===== config.mk =====
export PLATFORM = sky130hd
export DESIGN_NAME = im_fetch_ctrl_flat
export DESIGN_NICKNAME = d
export VERILOG_FILES = /design/src/rtl/im_fetch_if.sv /design/src/rtl/im_fetch_ctrl.sv /design/src/flat_wrapper.sv
export SDC_FILE = /design/constraint.sdc
export NUM_CORES = 1
export LEC_CHECK = 0
export ABC_CLOCK_PERIOD_IN_PS = 3100
export BUFFER_PORTS_ARGS = -buffer_cell sky130_fd_sc_hd__buf_2
export CORE_MARGIN = 2
export CORE_UTILIZATION = 45
export DETAILED_ROUTE_END_ITERATION = 12
export HOLD_SLACK_MARGIN = 0.1
export PLACE_DENSITY = 0.8
export SLEW_MARGIN = 40
export SYNTH_ARGS = -nofsm -noshare
export SYNTH_HDL_FRONTEND = slang
export SYNTH_SLANG_ARGS = --single-unit

===== constraint.sdc =====
create_clock -name clk -period 3.1 [get_ports clk]
set_clock_uncertainty 0.1 [all_clocks]
set_input_delay 0.62 -clock clk [delete_from_list [all_inputs] [get_ports clk]]
set_output_delay 0.62 -clock clk [all_outputs]
set_load 0.005 [all_outputs]

===== src/rtl/im_fetch_if.sv =====
// Request/response and memory-port bundle between the requesters, the
// instruction memory and the fetch controller.
interface im_fetch_if;
  logic        if_req;
  logic [31:0] if_pc;
  logic        if_ack;
  logic [31:0] if_instr;
  logic        if_err;

  logic        dbg_req;
  logic [31:0] dbg_addr;
  logic        dbg_ack;
  logic [31:0] dbg_data;
  logic        dbg_err;

  logic [9:0]  im_addr;
  logic [31:0] im_dout;
  logic        busy;

  modport slave (
    input  if_req, if_pc, dbg_req, dbg_addr, im_dout,
    output if_ack, if_instr, if_err, dbg_ack, dbg_data, dbg_err, im_addr, busy
  );

  modport master (
    output if_req, if_pc, dbg_req, dbg_addr, im_dout,
    input  if_ack, if_instr, if_err, dbg_ack, dbg_data, dbg_err, im_addr, busy
  );
endinterface


===== src/rtl/im_fetch_ctrl.sv =====
// Arbiter/sequencer sharing the 4 KB synchronous-read instruction memory
// between CPU fetch and a debug read port; one access in flight at a time.
module im_fetch_ctrl #(
  parameter int unsigned STARVE_MAX = 4
) (
  input logic       clk,
  input logic       rst_n,
  im_fetch_if.slave bus
);

  localparam logic [1:0] S_IDLE = 2'd0;
  localparam logic [1:0] S_READ = 2'd1;
  localparam logic [1:0] S_CAPT = 2'd2;
  localparam logic [1:0] S_RESP = 2'd3;

  localparam logic [2:0] STARVE_LIM = 3'(STARVE_MAX);

  logic [1:0]  state;
  logic        owner_dbg;
  logic [2:0]  starve_cnt;

  logic        grant_if;
  logic        grant_dbg;
  logic [31:0] req_addr;
  logic        addr_ok;

  // Grants are only issued from IDLE; debug wins when it is alone or when the
  // CPU has taken STARVE_MAX grants in a row while debug was waiting.
  always_comb begin
    // NOTE: every combinational output gets a default first so no path leaves
    // it unassigned, which would otherwise infer a latch.
    grant_if  = 1'b0;
    grant_dbg = 1'b0;
    if (state == S_IDLE) begin
      if (bus.dbg_req && (!bus.if_req || starve_cnt == STARVE_LIM))
        grant_dbg = 1'b1;
      else if (bus.if_req)
        grant_if = 1'b1;
    end
    req_addr = grant_dbg ? bus.dbg_addr : bus.if_pc;
    addr_ok  = (req_addr[1:0] == 2'b00) && (req_addr[31:12] == 20'd0);
  end

  always_ff @(posedge clk or negedge rst_n) begin
    if (!rst_n) begin
      state        <= S_IDLE;
      owner_dbg    <= 1'b0;
      starve_cnt   <= 3'd0;
      bus.im_addr  <= 10'd0;
      bus.if_ack   <= 1'b0;
      bus.if_err   <= 1'b0;
      bus.if_instr <= 32'd0;
      bus.dbg_ack  <= 1'b0;
      bus.dbg_err  <= 1'b0;
      bus.dbg_data <= 32'd0;
      bus.busy     <= 1'b0;
    end else begin
      // NOTE: sequential state uses non-blocking assignments so every register
      // sees the pre-edge values of the others, independent of statement order.
      if (!bus.dbg_req || grant_dbg)
        starve_cnt <= 3'd0;
      else if (grant_if && starve_cnt != STARVE_LIM)
        starve_cnt <= starve_cnt + 3'd1;

      case (state)
        S_IDLE: begin
          if (grant_if || grant_dbg) begin
            owner_dbg <= grant_dbg;
            bus.busy  <= 1'b1;
            if (addr_ok) begin
              bus.im_addr <= req_addr[11:2];
              state       <= S_READ;
            end else begin
              // Rejected without touching the memory: answer straight away.
              state <= S_RESP;
              if (grant_dbg) begin
                bus.dbg_ack  <= 1'b1;
                bus.dbg_err  <= 1'b1;
                bus.dbg_data <= 32'd0;
              end else begin
                bus.if_ack   <= 1'b1;
                bus.if_err   <= 1'b1;
                bus.if_instr <= 32'd0;
              end
            end
          end
        end
        S_READ: state <= S_CAPT;
        S_CAPT: begin
          state <= S_RESP;
          if (owner_dbg) begin
            bus.dbg_data <= bus.im_dout;
            bus.dbg_ack  <= 1'b1;
            bus.dbg_err  <= 1'b0;
          end else begin
            bus.if_instr <= bus.im_dout;
            bus.if_ack   <= 1'b1;
            bus.if_err   <= 1'b0;
          end
        end
        S_RESP: begin
          state       <= S_IDLE;
          bus.busy    <= 1'b0;
          bus.if_ack  <= 1'b0;
          bus.if_err  <= 1'b0;
          bus.dbg_ack <= 1'b0;
          bus.dbg_err <= 1'b0;
        end
        default: state <= S_IDLE;
      endcase
    end
  end

endmodule

===== src/flat_wrapper.sv =====
// flat-port wrapper written by rule: the top's interface ports become plain ports
module im_fetch_ctrl_flat 
#(
  parameter int unsigned STARVE_MAX = 4
)
  (clk, rst_n, bus_if_req, bus_if_pc, bus_dbg_req, bus_dbg_addr, bus_im_dout, bus_if_ack, bus_if_instr, bus_if_err, bus_dbg_ack, bus_dbg_data, bus_dbg_err, bus_im_addr, bus_busy);
  im_fetch_if bus_i ();
  input logic clk;
  input logic rst_n;
  input wire logic [$bits(bus_i.if_req)-1:0] bus_if_req;
  input wire logic [$bits(bus_i.if_pc)-1:0] bus_if_pc;
  input wire logic [$bits(bus_i.dbg_req)-1:0] bus_dbg_req;
  input wire logic [$bits(bus_i.dbg_addr)-1:0] bus_dbg_addr;
  input wire logic [$bits(bus_i.im_dout)-1:0] bus_im_dout;
  output wire logic [$bits(bus_i.if_ack)-1:0] bus_if_ack;
  output wire logic [$bits(bus_i.if_instr)-1:0] bus_if_instr;
  output wire logic [$bits(bus_i.if_err)-1:0] bus_if_err;
  output wire logic [$bits(bus_i.dbg_ack)-1:0] bus_dbg_ack;
  output wire logic [$bits(bus_i.dbg_data)-1:0] bus_dbg_data;
  output wire logic [$bits(bus_i.dbg_err)-1:0] bus_dbg_err;
  output wire logic [$bits(bus_i.im_addr)-1:0] bus_im_addr;
  output wire logic [$bits(bus_i.busy)-1:0] bus_busy;
  assign bus_i.if_req = bus_if_req;
  assign bus_i.if_pc = bus_if_pc;
  assign bus_i.dbg_req = bus_dbg_req;
  assign bus_i.dbg_addr = bus_dbg_addr;
  assign bus_i.im_dout = bus_im_dout;
  assign bus_if_ack = bus_i.if_ack;
  assign bus_if_instr = bus_i.if_instr;
  assign bus_if_err = bus_i.if_err;
  assign bus_dbg_ack = bus_i.dbg_ack;
  assign bus_dbg_data = bus_i.dbg_data;
  assign bus_dbg_err = bus_i.dbg_err;
  assign bus_im_addr = bus_i.im_addr;
  assign bus_busy = bus_i.busy;
  im_fetch_ctrl #(.STARVE_MAX(STARVE_MAX)) u_core (.clk(clk), .rst_n(rst_n), .bus(bus_i));
endmodule

==> Word level (Yosys, flattened, before mapping) <==
Index checks and enable logic that the tools add are counted.
{ "classes": {"shifts": 0, "magnitude_cmp": 0, "bitwise_logic": 0, "div": 0, "reduce_logical": 22, "n_mul": 0, "n_mux": 37, "n_eq_ne": 11, "n_addsub": 1} }
{ "ops": {"columns": ["operator", "count"], "rows": [
  ["$mux 32", 9],
  ["$pmux 32 s2", 2],
  ["$logic_not 20->1", 1],
  ["$reduce_and 5->1", 4],
  ["$mux 1", 16],
  ["$pmux 1 s3", 4],
  ["$ne 2x2->1 const B", 4],
  ["$pmux 2 s4", 1],
  ["$mux 3", 2],
  ["$reduce_bool 2->1", 3],
  ["$eq 2x2->1 const B", 2],
  ["$logic_not 2->1", 2],
  ["$mux 2", 2],
  ["$ne 2x1->1 const B", 2],
  ["$reduce_and 2->1", 2],
  ["$add 3x1->3 const B", 1],
  ["$eq 3x3->1 const B", 1],
  ["$logic_and 1x1->1", 3],
  ["$logic_or 1x1->1", 3],
  ["$ne 3x3->1 const B", 1],
  ["$reduce_and 3->1", 1],
  ["$reduce_bool 3->1", 1],
  ["$eq 2x1->1 const B", 1],
  ["$logic_not 1->1", 2],
  ["$pmux 1 s2", 1]
]} }
{ "word_totals": {"word_cells": 82, "latch_bits": 0, "regBits": 85, "out_inout_bits": 79, "memories": 0, "in_bits": 100, "ramBits": 0, "romBits": 0} }

==> Logic depth before layout (Yosys ltp) <==
{ "depth": {"word_depth": 11, "depth_mapped": 10, "ltp_nobuf": 7} }

==> Worst setup path after synthesis <==
Ideal clock, no wire load.
{ "synth_timing": {"path_type": "input to register", "from": "in bus_if_pc[14]", "to": "reg u_core.bus.im_addr[1]", "required_time_ns": 2.875, "setup_slack_ns": 0.829, "path_buffers": 1, "arrival_time_ns": 2.046, "setup_ns": 0.125, "stages": 6, "cell_sequence": "or4_4 -> nor2_4 -> nand3b_1 -> a21oi_1 -> buf_4 -> mux2_2"} }
{ "synth_via": {"elab_chain_len": 4} }
{ "synth_lines": {"columns": ["item", "line_no", "source"], "rows": [
  ["from (decl)", "flat_wrapper.sv:11", "input wire logic [$bits(bus_i.if_pc)-1:0] bus_if_pc;"],
  ["$mux 32", "im_fetch_ctrl.sv:40", "req_addr = grant_dbg ? bus.dbg_addr : bus.if_pc;"],
  ["$logic_not 20->1", "im_fetch_ctrl.sv:41", "addr_ok = (req_addr[1:0] == 2'b00) && (req_addr[31:12] == 20'd0);"],
  ["$logic_and 1x1->1", "im_fetch_ctrl.sv:41", null],
  ["$reduce_and 3->1 (no source line)", null, null],
  ["to (signal assigned)", "im_fetch_ctrl.sv:71", "bus.im_addr <= req_addr[11:2];"],
  ["to (decl)", "im_fetch_if.sv:22", "output if_ack, if_instr, if_err, dbg_ack, dbg_data, dbg_err, im_addr, busy"]
]} }
Every way passes these cells.
A chain may end at the register's enable or synchronous reset.

==> Worst setup path after layout <==
{ "layout_timing": {"from": "reg u_core.starve_cnt[0]", "to": "reg u_core.bus.im_addr[6]"} }
{ "layout_via": {"elab_chain_len": 9, "word_cells_on_any_way": 13, "classes_between": "eq/ne: 1; mux: 5; reduce/logical: 7"} }
{ "layout_lines": {"columns": ["item", "line_no", "source"], "rows": [
  ["from (decl)", "im_fetch_ctrl.sv:20", "logic [2:0] starve_cnt;"],
  ["from (signal assigned)", "im_fetch_ctrl.sv:63", "starve_cnt <= starve_cnt + 3'd1;"],
  ["$eq 3x3->1 (*)", "im_fetch_ctrl.sv:35", "if (bus.dbg_req && (!bus.if_req || starve_cnt == STARVE_LIM))"],
  ["$logic_or 1x1->1 (*)", "im_fetch_ctrl.sv:35", null],
  ["$logic_and 1x1->1 (*)", "im_fetch_ctrl.sv:35", null],
  ["$mux 1", "im_fetch_ctrl.sv:35", null],
  ["$mux 1", "im_fetch_ctrl.sv:34", "if (state == S_IDLE) begin"],
  ["$mux 32", "im_fetch_ctrl.sv:40", null],
  ["$logic_not 20->1 or $logic_not 2->1 (tied branches)", "im_fetch_ctrl.sv:41", null],
  ["$logic_and 1x1->1", "im_fetch_ctrl.sv:41", null],
  ["$reduce_and 3->1 (no source line)", null, null]
]} }
Every way passes the cells marked *; elsewhere a longest branch is shown, timed or not.

==> flow_summary.ini <==
[global_routing]
grt_pass1_wl_um = 14600
antenna_found_initial = 0
grt-ovfl-total = 0
grt_max_degree = 57
grt_usage_pct = 21.8
grt_pass1_vias = 2995

[drt]
drc = 0
via_per_inst = 5.47
drt_pass1_iterations = 4
drt-initial-drc-count = 127
drt-total-wl_um = 9290
ant_nets = 0
wl_per_cell_um = 16.9
dr_total_vias = 3003

[timing]
final-setup-viol-count = 0
hold_viol_final = 0
relSlewSlack_pct = 53.4
slew_viol_final = 0
post-route-period-util_pct = 77.5
tns_ps = 0
fmax_ghz = 0.416
rsz0062_at_grt = false
setup_ws_ps = 697
period_minus_slack_ps = 2400
worstMarginPinSlew_ps = 699

[synthesis]
yosysWarnings = 0
netlist_area_um2 = 3550
synth_seq_cells = 85
yosysSeqAreaShare_pct = 59.9
syn_avg_cell_area_um2 = 13.7
synth_edf_count = 0
async_flop_share_pct = 100
ys_top_cells_by_area = dfrtp_1, a22o_1, mux2_1, mux2_2, ha_1
synth_most_common_cell = dfrtp_1
synth.top_cells.by_count = dfrtp_1, a22o_1, mux2_1
synth_cells = 260
synth_top_area_share_pct = 59.9
synth.distinct_cells = 41
ys.flop_type = dfrtp_1
syn-num-nets = 366
synth_top_cell_by_area = dfrtp_1

[cts]
max-clock-path-buffers = 2
cts_resized = 0
clkLatencyLatePin_ps = 340
h-tree-depth = 3
hold_buffers = 0
cts_tree = yes
clock-sinks = 85
clk_pin_slew_worst_paths_ps = 90
cts_buffers = 9
ctsRootBufferMaster = clkbuf_8
postCtsSetupBuffers = 0

[worst_setup_path]
r2r-start = u_core.starve_cnt[0]$_DFFE_PN0P_
crit_path_start_kind = flip-flop
worstSetupPathType = reg -> reg
endpoint_kind = flip-flop
r2r_end = u_core.bus.im_addr[6]$_DFFE_PN0P_
crit_required_ps = 3230
reg2reg_slack_ps = 700
cp_slowest_stage_delay_ps = 410
crit_arrival_ps = 2530
critical_path.cell_chain = inv_1 -> ha_1 -> a21bo_2 -> and3_1 -> buf_4 -> nand3b_1 -> a21oi_1 -> buf_4 -> mux2_2
worstPathMaxFanout = 12
slowest_stage = dfrtp_1
crit_top_cell = buf_4
rr_worst_depth = 9

[floorplanning]
rows = 32
die_w_um = 92.8
core_um2 = 7690
dieArea_um2 = 8620
start_util_pct = 46.2
die_y_um = 92.8
ios = 179

[finish]
area_growth_pct = 34.3
nets = 548
n_antenna_cell = 0
drive_gt1_share_pct = 49.4

[placement]
io_buffers = 178
gp_congestion = 0.771
dp.final_hpwl_um = 6860
dp_slack_ps = 615

[outcome]
status = completed

[power]
leakage_uw = 0.00263
vdd_drop_max_v = 0.000362
power_per_cell_area_nw_per_um2 = 914

[hold_path]
hold_path.class = in -> async

[flow_run]
cap_violations = 0
sequential cells by signal, summed over array words and instances (netlist names):
signal / count
u_core.bus.if_instr: 32
u_core.bus.im_addr: 10
u_core.bus.dbg_err: 1
u_core.bus.dbg_data: 32
u_core.starve_cnt: 3
u_core.bus.busy: 1
u_core.bus.if_ack: 1
u_core.owner_dbg: 1
u_core.bus.dbg_ack: 1
u_core.bus.if_err: 1
u_core.state: 2
power breakdown:
group / internal, uW / switching, uW / total (uW)
Sequential: 1500 / 224 / 1730
Clock: 467 / 431 / 898
Combinational: 851 / 889 / 1740
Total: 2820 / 1540 / 4360
worst max-delay path: cells and delay by family, from the launching register on:
family | cells | cell delay, ps
AOI/OAI and AO/OA | 2 | 390
adders and majority gates | 1 | 210
muxes | 1 | 350
DFF | 1 | 410
and+or+nand+nor | 2 | 360
buffers and inverters | 3 | 460
layout by cell type (no fill, tap or decap), drive strengths merged, types with 2 or more instances in the layout:
cell,count
ha,6
or4,4
buf,188
nor4b,2
mux2,21
a22o,65
bufinv,2
a21o,3
mux2i,3
nor4,4
a21oi,4
and3,2
nand2,5
nor3,2
nand3b,3
dfrtp,85
nor2b,2
nor2,7
inv,14
and4,2
clkbuf,9
logic make-up (layout without fill, tap and decap cells):
group	after synthesis	after routing	share of synthesized area, %
buffers and inverters	27	214	4.30
AO/OA/AOI/OAI	82	82	19.7
adder cells (fa/ha/maj)	6	6	2.11
flip-flops	85	85	59.9
multiplexers	24	24	7.50
AND/OR/NAND/NOR	36	36	6.52
stage by stage:
stage / total power [uW] / hold WS [ps] / cell area [um^2] / instances / utilization, %
after global placement: 3430 / 376 / 4550 / 533 / 59.1
final: 4360 / 207 / 4770 / 549 / 62.1
after global routing: 4660 / 256 / 4770 / 549 / 62.1
after CTS: 4410 / 229 / 4770 / 549 / 62.1
after detailed placement: 3500 / 377 / 4550 / 533 / 59.1
after floorplan: 2810 / 224 / 3550 / 260 / -
worst max-delay path by stage:
stage                                          start                                end  slack [ps]  depth (start not counted)
finish              u_core.starve_cnt[0]$_DFFE_PN0P_  u_core.bus.im_addr[6]$_DFFE_PN0P_         700                          9
global route        u_core.starve_cnt[0]$_DFFE_PN0P_  u_core.bus.im_addr[7]$_DFFE_PN0P_         550                          9
CTS                 u_core.starve_cnt[0]$_DFFE_PN0P_  u_core.bus.im_addr[6]$_DFFE_PN0P_         690                          9
detailed placement                        bus_if_req  u_core.bus.im_addr[5]$_DFFE_PN0P_         620                          8
global placement                          bus_if_req  u_core.bus.im_addr[4]$_DFFE_PN0P_         640                          8
floorplan                              bus_if_pc[14]  u_core.bus.im_addr[1]$_DFFE_PN0P_         830                          6
cell type report:
cell class / count / area, um^2
Tap cell: 102 / 128
Clock buffer: 9 / 124
Clock inverter: 7 / 103
Multi-Input combinational cell: 148 / 1270
Sequential cell: 85 / 2130
Timing Repair Buffer: 188 / 981
Inverter: 10 / 37.5
Fill cell: 632 / 2920
layer usage:
layer	wire length [um]	GRT usage, %	up-vias
met4	95	5.88	0
met2	4680	37.7	164
met1	3700	27.4	1474
met3	823	5.13	11
li1	-	-	1354
met5	0	0	-
No activity file was read; power rests on OpenSTA's default activity.
